**src/rtl/player_motion_ctrl.sv**
```systemverilog
// player_motion_ctrl: 4-direction player movement with map-ROM collision probe and step pacing.
// Optional edge wrap-around with PLAYER_WRAP_EN (clamp at edges otherwise). Rev 1.0
`default_nettype none

module player_motion_ctrl #(
   parameter int          X_W        = 10,
   parameter int          Y_W        = 10,
   parameter int          X_MAX      = 639,
   parameter int          Y_MAX      = 479,
   parameter int          X_INIT     = 0,
   parameter int          Y_INIT     = 0,
   parameter int          STEP       = 1,
   parameter int          STEP_TICKS = 1000000,
   parameter int          MAP_SHIFT  = 2,
   parameter int          MAP_XAW    = 8,
   parameter int          MAP_YAW    = 6,
   parameter int          MAP_LAT    = 1,
   parameter logic [11:0] WALL_RGB   = 12'h000,
   parameter logic [3:0]  KEY_RIGHT  = 4'hD,
   parameter logic [3:0]  KEY_LEFT   = 4'hA,
   parameter logic [3:0]  KEY_DOWN   = 4'h5,
   parameter logic [3:0]  KEY_UP     = 4'hE
) (
   input  logic                       clk,
   input  logic                       rst_n,
   input  logic [3:0]                 key,
   input  logic [11:0]                map_pixel,
   output logic [MAP_XAW+MAP_YAW-1:0] map_adr,
   output logic [X_W-1:0]             player_xpos,
   output logic [Y_W-1:0]             player_ypos,
   output logic                       moving,
   output logic                       blocked
);

   localparam int TMR_W  = $clog2(STEP_TICKS + 1);
   localparam int WCNT_W = (MAP_LAT > 1) ? $clog2(MAP_LAT) : 1;

   localparam logic [X_W:0] X_MAX_E   = (X_W+1)'(X_MAX);
   localparam logic [X_W:0] X_RANGE_E = (X_W+1)'(X_MAX + 1);
   localparam logic [X_W:0] X_STEP_E  = (X_W+1)'(STEP);
   localparam logic [Y_W:0] Y_MAX_E   = (Y_W+1)'(Y_MAX);
   localparam logic [Y_W:0] Y_RANGE_E = (Y_W+1)'(Y_MAX + 1);
   localparam logic [Y_W:0] Y_STEP_E  = (Y_W+1)'(STEP);

   localparam logic [TMR_W-1:0]  TMR_LAST  = TMR_W'(STEP_TICKS - 1);
   localparam logic [TMR_W-1:0]  TMR_ONE   = TMR_W'(1);
   localparam logic [WCNT_W-1:0] WCNT_LAST = WCNT_W'(MAP_LAT - 1);

   typedef enum logic [1:0] {
      IDLE  = 2'd0,
      WAIT  = 2'd1,
      CHECK = 2'd2,
      HOLD  = 2'd3
   } state_t;

   state_t state, state_nxt;

   logic [X_W-1:0]             tgt_x, tgt_x_nxt;
   logic [Y_W-1:0]             tgt_y, tgt_y_nxt;
   logic [X_W-1:0]             xpos_nxt;
   logic [Y_W-1:0]             ypos_nxt;
   logic [MAP_XAW+MAP_YAW-1:0] adr_nxt;
   logic                       blocked_nxt;
   logic [TMR_W-1:0]           timer, timer_nxt;
   logic [WCNT_W-1:0]          wcnt, wcnt_nxt;

   logic [X_W:0]               x_inc, x_dec, x_right, x_left;
   logic [Y_W:0]               y_inc, y_dec, y_down, y_up;
   logic [X_W-1:0]             cand_x, sh_x;
   logic [Y_W-1:0]             cand_y, sh_y;
   logic                       key_dir;

   // Edge handling on the one-bit-wider sums; the MSB of the difference flags underflow.
   always_comb begin
      x_inc = {1'b0, player_xpos} + X_STEP_E;
      x_dec = {1'b0, player_xpos} - X_STEP_E;
      y_inc = {1'b0, player_ypos} + Y_STEP_E;
      y_dec = {1'b0, player_ypos} - Y_STEP_E;
`ifdef PLAYER_WRAP_EN
      x_right = (x_inc > X_MAX_E) ? (x_inc - X_RANGE_E) : x_inc;
      x_left  = x_dec[X_W] ? (x_dec + X_RANGE_E) : x_dec;
      y_down  = (y_inc > Y_MAX_E) ? (y_inc - Y_RANGE_E) : y_inc;
      y_up    = y_dec[Y_W] ? (y_dec + Y_RANGE_E) : y_dec;
`else
      x_right = (x_inc > X_MAX_E) ? X_MAX_E : x_inc;
      x_left  = x_dec[X_W] ? '0 : x_dec;
      y_down  = (y_inc > Y_MAX_E) ? Y_MAX_E : y_inc;
      y_up    = y_dec[Y_W] ? '0 : y_dec;
`endif
   end

   always_comb begin
      cand_x  = player_xpos;
      cand_y  = player_ypos;
      key_dir = 1'b1;
      case (key)
         KEY_RIGHT: cand_x = X_W'(x_right);
         KEY_LEFT:  cand_x = X_W'(x_left);
         KEY_DOWN:  cand_y = Y_W'(y_down);
         KEY_UP:    cand_y = Y_W'(y_up);
         default:   key_dir = 1'b0;
      endcase
      sh_x = cand_x >> MAP_SHIFT;
      sh_y = cand_y >> MAP_SHIFT;
   end

   always_ff @(posedge clk or negedge rst_n) begin
      if (!rst_n) begin
         state <= IDLE;
      end else begin
         state <= state_nxt;
      end
   end

   // The CHECK cycle counts as the first hold tick, so a held key repeats
   // every STEP_TICKS+MAP_LAT+1 cycles.
   always_comb begin
      state_nxt   = state;
      tgt_x_nxt   = tgt_x;
      tgt_y_nxt   = tgt_y;
      xpos_nxt    = player_xpos;
      ypos_nxt    = player_ypos;
      adr_nxt     = map_adr;
      blocked_nxt = 1'b0;
      timer_nxt   = timer;
      wcnt_nxt    = wcnt;
      case (state)
         IDLE: begin
            if (key_dir) begin
               if ((cand_x == player_xpos) && (cand_y == player_ypos)) begin
                  blocked_nxt = 1'b1;
                  timer_nxt   = '0;
                  state_nxt   = HOLD;
               end else begin
                  tgt_x_nxt = cand_x;
                  tgt_y_nxt = cand_y;
                  adr_nxt   = {MAP_YAW'(sh_y), MAP_XAW'(sh_x)};
                  wcnt_nxt  = '0;
                  state_nxt = WAIT;
               end
            end
         end
         WAIT: begin
            if (wcnt == WCNT_LAST) begin
               wcnt_nxt  = '0;
               state_nxt = CHECK;
            end else begin
               wcnt_nxt = wcnt + WCNT_W'(1);
            end
         end
         CHECK: begin
            if (map_pixel == WALL_RGB) begin
               blocked_nxt = 1'b1;
            end else begin
               xpos_nxt = tgt_x;
               ypos_nxt = tgt_y;
            end
            timer_nxt = TMR_ONE;
            state_nxt = HOLD;
         end
         HOLD: begin
            if (timer >= TMR_LAST) begin
               timer_nxt = '0;
               state_nxt = IDLE;
            end else begin
               timer_nxt = timer + TMR_ONE;
            end
         end
         default: state_nxt = IDLE;
      endcase
   end

   always_ff @(posedge clk or negedge rst_n) begin
      if (!rst_n) begin
         player_xpos <= X_W'(X_INIT);
         player_ypos <= Y_W'(Y_INIT);
         tgt_x       <= X_W'(X_INIT);
         tgt_y       <= Y_W'(Y_INIT);
         map_adr     <= '0;
         blocked     <= 1'b0;
         moving      <= 1'b0;
         timer       <= '0;
         wcnt        <= '0;
      end else begin
         player_xpos <= xpos_nxt;
         player_ypos <= ypos_nxt;
         tgt_x       <= tgt_x_nxt;
         tgt_y       <= tgt_y_nxt;
         map_adr     <= adr_nxt;
         blocked     <= blocked_nxt;
         moving      <= (state_nxt != IDLE);
         timer       <= timer_nxt;
         wcnt        <= wcnt_nxt;
      end
   end

endmodule

`default_nettype wire

```
**config.mk**
```make
export PLATFORM = sky130hd
export DESIGN_NAME = player_motion_ctrl
export DESIGN_NICKNAME = d
export VERILOG_FILES = /design/src/rtl/player_motion_ctrl.sv
export SDC_FILE = /design/constraint.sdc
export NUM_CORES = 1
export LEC_CHECK = 0
export ABC_CLOCK_PERIOD_IN_PS = 10340
export BUFFER_PORTS_ARGS = -buffer_cell sky130_fd_sc_hd__buf_2
export CAP_MARGIN = 10
export CORE_MARGIN = 10
export CORE_UTILIZATION = 55
export DETAILED_ROUTE_END_ITERATION = 10
export GPL_TIMING_DRIVEN = 1
export PLACE_DENSITY_LB_ADDON = 0.1
export SLEW_MARGIN = 10
export SYNTH_ARGS = -nofsm -noshare
export SYNTH_HDL_FRONTEND = slang
export SYNTH_SLANG_ARGS = --single-unit
```
**constraint.sdc**
```tcl
create_clock -name clk -period 10.34 [get_ports clk]
set_input_delay 0 -clock clk [delete_from_list [all_inputs] [get_ports clk]]
set_output_delay 0 -clock clk [all_outputs]
set_load 0.1 [all_outputs]
```
After elaboration in Yosys (flattened, before gate mapping) --
Index checks and enable logic that the tools add are counted.
Storage, ports and cells: flip-flop bits (word level) 79, input port bits 18, logic and storage cells 68
Operators by class: $add $sub $neg 6, order comparisons 3, eq/ne operators 12, muxes and demuxes 24, bitwise gates (word level) 2, reductions and logical operators 11
Operators by type and width (count):
- 2-to-1 mux 20 bit | 3
- one-hot mux 20 bit (3 select lines) | 1
- 2-to-1 mux 10 bit | 4
- one-hot mux 10 bit (2 select lines) | 2
- adder 10 x 1 -> 11 bit, second input constant | 2
- subtractor 10 x 1 -> 11 bit, second input constant | 2
- adder 20 x 1 -> 20 bit, second input constant | 1
- == test 10 bit | 2
- greater-or-equal comparator 20 bit, second input constant | 1
- == test 4 bit, second input constant | 3
- zero test 12 bit | 1
- greater-than comparator 11 x 10 -> 1 bit, second input constant | 1
- greater-than comparator 11 x 9 -> 1 bit, second input constant | 1
- AND reduction 3 bit | 3
- 2-to-1 mux 2 bit | 4
- one-hot mux 2 bit (4 select lines) | 1
- 2-to-1 mux 1 bit | 7
- != test 2 bit, second input constant | 3
- == test 2 bit, second input constant | 2
- == test 4 x 3 -> 1 bit, second input constant | 1
- one-hot mux 1 bit (2 select lines) | 2
- nonzero test 2 bit | 2
- OR reduction 4 bit | 1
- nonzero test 3 bit | 1
- other kinds (6) | 7

Logic depth before layout (Yosys ltp) --
Gate-level depths: netlist of the first run.
depth in word-level cells 10, depth in mapped cells 15

Worst setup path before layout of the first run --
No wires, ideal clock.
path kind reg2reg, start point reg player_xpos[0], end point reg map_adr[0], library setup time 0.128 ns, arrival 3.909 ns, data required time 10.212 ns, slack 6.303 ns, cell stages (with the launch flop) 16, path buffers 4, period minus slack after synthesis 4.037 ns, cell sequence dfrtp_1 > buf_2 > inv_1 > ha_1 > or3b_1 > buf_2 > o41ai_2 > buf_4 > nor2_1 > a211oi_2 > o2111ai_1 > nor4_1 > nand4b_1 > o211ai_2 > buf_4 > mux2_1
Between the ends: longest elaborated chain between the ends 8, elaborated cells between the ends (all ways) 10, those cells by class add/sub: 2; order compare: 1; eq/ne: 1; mux: 3; bitwise: 1; reduce/logical: 2
Ends and longest elaborated chain:
- start: declaration | line 29 | output logic [X_W-1:0] player_xpos,
- start signal: assignment | line 175 | player_xpos <= X_W'(X_INIT);
- start signal: assignment | line 185 | player_xpos <= xpos_nxt;
- adder 10 x 1 -> 11 bit | line 75 | x_inc = {1'b0, player_xpos} + X_STEP_E;
- greater-than comparator 11 x 10 -> 1 bit | line 85 | x_right = (x_inc > X_MAX_E) ? X_MAX_E : x_inc;
- 2-to-1 mux 10 bit | line 85
- one-hot mux 10 bit (2 select lines) | line 96 | case (key)
- == test 10 bit | line 130 | if ((cand_x == player_xpos) && (cand_y == player_ypos)) begin
- logical AND 1 bit | line 130
- inverter 1 bit (no line)
- AND reduction 3 bit (no line)
- end signal: assignment | line 189 | map_adr <= adr_nxt;
- end: declaration | line 28 | output logic [MAP_XAW+MAP_YAW-1:0] map_adr,
Several ways; a longest one is shown, not always the timed one. A chain may end at the register's enable or synchronous reset.

Final worst setup path of the first run --
start point reg player_xpos[1], end point reg timer[5]
Between the ends: longest elaborated chain between the ends 8, elaborated cells between the ends (all ways) 10, those cells by class add/sub: 2; order compare: 1; eq/ne: 2; mux: 3; reduce/logical: 2
Ends and longest elaborated chain:
- adder 10 x 1 -> 11 bit | line 75
- greater-than comparator 11 x 10 -> 1 bit | line 85
- 2-to-1 mux 10 bit | line 85
- one-hot mux 10 bit (2 select lines) | line 96
- == test 10 bit * | line 130
- logical AND 1 bit * | line 130
- != test 2 bit (no line) *
- AND reduction 3 bit (no line) *
- end signal: assignment | line 192 | timer <= timer_nxt;
- end: declaration | line 64 | logic [TMR_W-1:0] timer, timer_nxt;
Every way passes the cells marked *; elsewhere a longest branch is shown, timed or not.

==> results by group, run 1 <==
Floorplan
  • Initial Util: 56.3%
  • CORE AREA: roughly 8700 um2
  • I/O Pins: 54
  • Die area: between 10,000 and 15,000 um2
  • Die H: around 110 um
  • Die W: 114 um
  • Std-Cell Rows: 34

Worst setup path
  • Most used cell along the critical path: nor2_1
  • Arr. time, crit path: 4.79 ns
  • Max FO, Critical Path: 13
  • Max stage delay on crit path: between 0.8 and 0.9 ns
  • Cell Chain, Critical Path: inv_1 > ha_1 > or3b_1 > o41ai_2 > nor2_1 > a211oi_2 > o2111ai_1 > nor4_1 > nand4b_1 > nor2_1 > a31oi_1
  • WP data required: about 11 ns
  • Critical Path Start Type: register
  • Slowest library cell on the worst path: o41ai_2
  • Worst Path Buf+Inv: 1
  • CP endpoint kind: register
  • CP top delay family: simple AND/OR/NAND/NOR gates
  • Setup CP Type: reg2reg

Routing
  • Initial DRC Count: approximately 360
  • # DRC: 0
  • DR vias/cell: ~6.5
  • Detail Route Antenna Nets: 0
  • Metal2 WL: ~6000 um
  • Met1 Routed Length: 6310 um
  • WL/cell: 18.5 um
  • Highest metal used: met4
  • Post-Route WL: between 10,000 and 15,000 um
  • Met3 WL: 915 um
  • Initial DRT Pass Iterations: 5
  • Via count: 4,669

CTS
  • Post-CTS setup buffer count: 0
  • Post-CTS sizing: 0
  • Cts hold-fix bufs: 1
  • Clock transition at the registers of the reported paths: 0.08 ns
  • CTS tree: built
  • CTS root buffer: clkbuf_8
  • Cts bufs inserted: 9
  • Clock Sink Count: 64
  • CTS Buffer Depth: 2
  • Htree depth: 3
  • Clk_lat worst skew: 0.36 ns

Synthesis
  • Synthesized instance count: 598
  • Syn nets: 623
  • Async SR Flop Fraction: 100%
  • Library cells used by synthesis: just over 70
  • EDFF count, synth: 0
  • Seq/Total Area, Yosys: 32.8%
  • Syn avg cell area: 8.17 um2
  • Yosys warning total: 0
  • Mapped cell area: 4890 um2
  • Synth Flop Type: dfrtp_1
  • Synth Register Bits: 64

Final layout
  • Cell area after layout: roughly 5300 um2
  • Post-Layout Cell Count: approximately 720
  • Share of layout cells above drive strength 1: 16.1%
  • Most frequent cells in the layout: dfrtp_1 (64), nand2_1 (56), o21ai_0 (53), buf_2 (53), nor2_1 (41)
  • Layout fillers: 810
  • Antenna diode count: 0
  • P&R area growth vs syn: 8.55%
  • Final Net Count: roughly 640
  • FF+latch area: 1600 um2
  • Area of the multi-input gates: 2930 um2
  • Most common cell after layout, fill and taps aside: dfrtp_1

GRT
  • Tot GR Track Use: 21.0%
  • Total grt overflow: 0
  • Initial antenna violation count: 0
  • Vias in the first global route: between 4,000 and 5,000
  • Largest net degree at the start of global routing: 65
  • First-pass GRT wire length: 22,700 um

Power and ir drop
  • Leakage: about 2.4 nW
  • VDD IR max: 73.2 uV
  • P per Cell Area: 147 nW/um2

STA
  • Hold Violations, Final: 0
  • Setup Skew: 0.00899 ns
  • Slew HR: a little over a fifth
  • RSZ-0062 raised after global routing: no
  • Final critical-path share of the clock period: ~45%
  • Tmin final: 4.61 ns
  • Final setup viols: 0
  • Max Fclk: 217 MHz
  • Final slew viol count: 0
  • Sum of negative setup slack: 0 ns
  • Slew @ Worst Pin: 1.17 ns

Place
  • Final Wtd Congestion: 0.911
  • HPWL after DPL: 9150 um
  • Port bufs: 53
  • Total placed instance area: 5040 um2
  • Placed cells: 706

Run status
  • Status: completed

Run
  • Max_cap viols: 0

Min path
  • Worst Hold Class: in2reg
-- cell families (layout without fill, tap and decap cells) --
logic type	count (synthesis)	count (layout)	synth area share, %
adders and majority gates	7	7	1.79
xor gates and xnor gates	5	5	0.896
buffers and inverters	78	95	7.47
AOI/OAI and AO/OA	184	184	25.1
muxes	38	38	8.50
DFF	64	64	32.8
and+or+nand+nor	222	222	23.5
-- metrics by stage --
step | worst slack [ns] | util [%] | power, mW | hold slack (ns)
2_1_floorplan | 6.30 | - | 0.458 | -0.296
5_1_grt | 5.28 | 61.1 | 0.823 | 0.272
4_1_cts | 5.77 | 61.1 | 0.781 | 0.226
3_3_place_gp | 5.94 | 58.1 | 0.493 | 0.231
3_5_place_dp | 5.79 | 58.1 | 0.500 | 0.250
6_report | 5.73 | 61.1 | 0.778 | 0.229
-- worst paths after layout --
| check | startpoint | to | slack [ns] | depth (start not counted) |
|---|---|---|---|---|
| max | player_xpos[1]$_DFFE_PN0P_ | timer[5]$_DFFE_PN0P_ | 5.73 | 11 |
| max in group asynchronous | rst_n | map_adr[4]$_DFFE_PN0P_ | 9.44 | 3 |
| min | map_pixel[1] | blocked$_DFF_PN0_ | 0.23 | 6 |
| min in group asynchronous | rst_n | player_xpos[3]$_DFFE_PN0P_ | 0.34 | 3 |
| min reg2reg | tgt_y[1]$_DFFE_PN0P_ | player_ypos[1]$_DFFE_PN0P_ | 0.49 | 2 |
| max reg2reg | player_xpos[1]$_DFFE_PN0P_ | timer[5]$_DFFE_PN0P_ | 5.73 | 11 |
-- report_power, final --
part	switching, mW	internal (mW)
registers	0.0504	0.283
clock network	0.112	0.168
logic	0.100	0.0639
-- final cells by class --
type	count	area share [%]
multi-input cells	456	55.3
inverters	21	1.49
clock inverters	6	2.17
well taps	108	2.55
flip-flops and latches	64	30.2
repair buffers	58	5.75
clock buffers	10	2.59
-- synth_stat cells (5+ instances only) --
| cell | count | area, um2 |
|---|---|---|
| a31oi_1 | 17 | 106 |
| o221ai_1 | 5 | 43.8 |
| nor3_1 | 22 | 110 |
| o31ai_1 | 5 | 37.5 |
| nor2_1 | 41 | 154 |
| a21oi_1 | 31 | 155 |
| a21o_1 | 5 | 37.5 |
| and2_1 | 6 | 37.5 |
| clkbuf_1 | 32 | 120 |
| or3_1 | 7 | 43.8 |
| o21ai_0 | 53 | 265 |
| nor4_1 | 13 | 81.3 |
| inv_1 | 21 | 78.8 |
| nand2b_1 | 5 | 31.3 |
| buf_4 | 17 | 128 |
| nand3_1 | 28 | 140 |
| o211ai_1 | 16 | 120 |
| o22ai_1 | 6 | 37.5 |
| and3_1 | 13 | 81.3 |
| dfrtp_1 | 64 | 1600 |
| buf_2 | 7 | 35.0 |
| nand2_1 | 56 | 210 |
| ha_1 | 7 | 87.6 |
| mux2_2 | 10 | 113 |
| o31a_1 | 5 | 43.8 |
| nor3b_1 | 5 | 37.5 |
| mux2i_1 | 10 | 100 |
| mux2_1 | 18 | 203 |
-- worst reg2reg max path, delay by kind of cell, from the launching register on --
kind / cells / cell delay, ns
adders and majority gates: 1 / 0.23
and+or+nand+nor: 5 / 2.09
AOI/OAI and AO/OA: 4 / 1.39
DFF: 1 / 0.54
buffers and inverters: 1 / 0.20
-- sequential cells by signal, summed over array words and instances, names as in the netlist --
register,cells
timer,20
player_xpos,10
map_adr,13
tgt_x,2
tgt_y,5
state,2
player_ypos,10
moving,1
blocked,1
-- layer usage --
metal  up-vias  track usage [%]
met4         0             5.60
met3        10             4.87
met5         -                0
li1       2241                -
met1      2240             29.8
met2       178             31.4
Power figures use the tool's default switching activity.
==> run 2: changes to the inputs <==
--- a/config.mk
+++ b/config.mk
@@ -5,11 +5,11 @@
 export SDC_FILE = /design/constraint.sdc
 export NUM_CORES = 1
 export LEC_CHECK = 0
-export ABC_CLOCK_PERIOD_IN_PS = 10340
+export ABC_CLOCK_PERIOD_IN_PS = 3800
 export BUFFER_PORTS_ARGS = -buffer_cell sky130_fd_sc_hd__buf_2
 export CAP_MARGIN = 10
 export CORE_MARGIN = 10
-export CORE_UTILIZATION = 55
+export CORE_UTILIZATION = 54
 export DETAILED_ROUTE_END_ITERATION = 10
 export GPL_TIMING_DRIVEN = 1
 export PLACE_DENSITY_LB_ADDON = 0.1
==> constraint.sdc (replaced) <==
create_clock -name clk -period 3.8 [get_ports clk]
set_input_delay 0 -clock clk [delete_from_list [all_inputs] [get_ports clk]]
set_output_delay 0 -clock clk [all_outputs]
set_load 0.1 [all_outputs]
==> run 2 against run 1 <==
Die area rose by 1.5%. Non-clock buffer count rose by 22. Setup slack got worse by 5.6 ns. Critical path depth rose by 2. Power rose to 2.7 times the previous value. Register-to-register slack got worse by 5.6 ns. Sequential power rose to 2.7 times the previous value. Final area rose by 3.9%. Cell count rose by 3.0%. Largest power group unchanged.
==> results by group, run 2 (synthesized netlist as in run 1, its figures left out) <==
Run status
  • Status: completed

STA
  • Sum of negative setup slack: 0 ns (unchanged)
  • Worst setup margin: 0.124 ns (-5.60 ns)
  • Final slew viol count: 0 (unchanged)
  • RSZ-0062 raised after global routing: no
  • Final setup viols: 0 (unchanged)
  • Final critical-path share of the clock period: 96.7% (+52 points)
  • Max Fclk: 272 MHz (+26%)
  • Worst Hold Slack: 0.191 ns (-0.0380 ns)
  • Slew HR: 18.6% (-2.9 points)
  • Tmin final: 3.68 ns (-0.939 ns)
  • Setup Skew: 0.0129 ns (+0.00388 ns)
  • Slew @ Worst Pin: 1.22 ns (+0.0428 ns)
  • Hold Violations, Final: 0 (unchanged)

Worst setup path
  • Slowest library cell on the worst path: dfrtp_2
  • Worst reg2reg path startpoint: player_ypos[0]$_DFFE_PN0P_
  • Crit path from: player_ypos[0]$_DFFE_PN0P_
  • CP endpoint kind: register
  • Arr. time, crit path: 3.91 ns (-0.88 ns)
  • Setup CP Type: reg2reg
  • Critical Path Start Type: register
  • Max FO, Critical Path: 19 (+6)
  • Max stage delay on crit path: 0.49 ns (-0.37 ns)
  • Internal reg-to-reg setup slack: 0.12 ns (-5.60 ns)
  • WP data required: 4.03 ns (-6.49 ns)
  • Cell Chain, Critical Path: inv_1 > ha_1 > nor3b_1 > buf_4 > a31oi_2 > a221oi_1 > nand2b_1 > o2111a_1 > o21ai_0 > and3_1 > o211ai_2 > buf_12 > mux2_1

Final layout
  • Final Net Count: 657 (+3.5%)
  • Share of layout cells above drive strength 1: 20.1% (+4.0 points)
  • Top reg by flops: timer
  • Antenna diode count: 0 (unchanged)
  • Largest registers: timer (20), map_adr (13)
  • Cell area after layout: 5520 um2 (+3.9%)
  • Max reg flops: 20 (unchanged)
  • Most common cell after layout, fill and taps aside: dfrtp_1
  • Most frequent cells in the layout: dfrtp_1 (61), nand2_1 (56), o21ai_0 (53), buf_2 (53), nor2_1 (41)
  • P&R area growth vs syn: 12.8%

Power and ir drop
  • P per Cell Area: 377 nW/um2 (+160%)
  • Combinational share of power: 22.0% (+0.9 points)
  • Net Sw Power: 716 uW (+170%)
  • Share of power burned in registers: 43.9% (+1.0 points)
  • Clock Power Share: 34.1% (-1.9 points)
  • VDD IR max: 311 uV (+330%)
  • Leakage: 2.48 nW (+4.6%)
  • Power Total: 2.08 mW (+170%)
  • Int Pwr: 1.36 mW (+160%)
  • Switching portion of total power: 34.5% (+0.66 points)

Floorplan
  • Die area: 13,300 um2 (+1.5%)
  • Initial Util: 55.8% (-0.55 points)
  • CORE AREA: 8760 um2 (+0.98%)
  • Std-Cell Rows: 34 (unchanged)
  • I/O Pins: 54 (unchanged)
  • Die W: 115 um (+0.76%)
  • Die H: 115 um (+0.76%)

Place
  • Final Wtd Congestion: 0.937 (+2.8%)
  • Port bufs: 53 (unchanged)
  • Setup WS pre-CTS: 0.113 ns (-5.68 ns)
  • HPWL after DPL: 9880 um (+8.0%)
  • Total placed instance area: 5220 um2 (+3.5%)

Routing
  • Initial DRC Count: 487 (+37%)
  • DR vias/cell: 6.49 (+0.43%)
  • Initial DRT Pass Iterations: 7 (+2)
  • Post-Route WL: 14,300 um (+6.6%)
  • # DRC: 0 (unchanged)
  • Detail Route Antenna Nets: 0 (unchanged)
  • WL/cell: 19.1 um (+3.4%)
  • Via count: 4,832 (+3.5%)

CTS
  • Cts bufs inserted: 9 (unchanged)
  • CTS tree: built
  • Clk_lat worst skew: 0.36 ns (about the same)
  • Clock Sink Count: 64 (unchanged)
  • CTS Buffer Depth: 2 (unchanged)
  • Clock transition at the registers of the reported paths: 0.07 ns (about the same)
  • CTS root buffer: clkbuf_8
  • Htree depth: 3 (unchanged)

GRT
  • Largest net degree at the start of global routing: 38 (-42%)
  • Initial antenna violation count: 0 (unchanged)
  • Total grt overflow: 0 (unchanged)
  • Vias in the first global route: 4,541 (+2.1%)
  • First-pass GRT wire length: 23,400 um (+3.2%)
  • Tot GR Track Use: 21.4% (+0.39 points)

Run
  • Max_cap viols: 0 (unchanged)

Min path
  • Worst Hold Class: in2async
-- run 2: cell types whose count changed in the layout (fill, tap and decap cells not counted), sizes merged --
cell	change
clkinvlp	-1
inv	+1
bufinv	-1
clkbuf	+1
buf	+22
-- run 2: timing repair --
action / CTS / global route
resized for setup: 0 / 6
setup buffers: 0 / 1
setup endpoints to repair: 0 / 39
hold buffers: 1 / 0
endpoints found under the hold margin: 27 / 0
-- run 2: layer usage --
| layer | wire, um | track usage (%) |
|---|---|---|
| met3 | 1150 | 5.05 |
| met2 | 6520 | 32.3 |
| met1 | 6360 | 29.7 |
| met4 | 230 | 6.68 |
| met5 | 0 | 0 |
-- run 2: layout make-up --
cell class / instances / area (um2)
clock buffers: 11 / 151
clock inverters: 5 / 86.3
fillers: 799 / 3250
inverters: 21 / 78.8
multi-input cells: 456 / 2970
flip-flops and latches: 64 / 1610
well taps: 108 / 135
repair buffers: 80 / 483
-- run 2: worst max-delay path, delay by kind of cell, from the launching register on --
kind                       cells  cell delay [ns]
adders and majority gates      1             0.24
and+or+nand+nor                3             0.70
AOI/OAI and AO/OA              5             1.24
muxes                          1             0.32
buffers and inverters          3             0.54
DFF                            1             0.49
-- run 2: power groups by stage --
stage | logic, mW | clock network, mW | registers (mW)
after global placement | 0.441 | 0 | 0.914
after detailed placement | 0.454 | 0 | 0.917
after floorplan | 0.327 | 0 | 0.919
after global routing | 0.511 | 0.746 | 0.932
final | 0.458 | 0.708 | 0.911
after CTS | 0.455 | 0.718 | 0.907
-- run 2: per-stage QoR --
step / utilization (%) / instances
finish: 62.9 / 745
CTS: 62.4 / 744
global route: 62.9 / 745
detailed placement: 59.6 / 727
global placement: 59.6 / 727
floorplan: - / 598
-- run 2: worst paths after layout --
kind | to | cells after the start
worst min register to register | player_xpos[1]$_DFFE_PN0P_ | 2
worst min-delay path | player_xpos[2]$_DFFE_PN0P_ | 2
min in group clk | blocked$_DFF_PN0_ | 6
max in group asynchronous | player_ypos[0]$_DFFE_PN0P_ | 3
worst max-delay path | map_adr[2]$_DFFE_PN0P_ | 13
worst max register to register | map_adr[2]$_DFFE_PN0P_ | 13
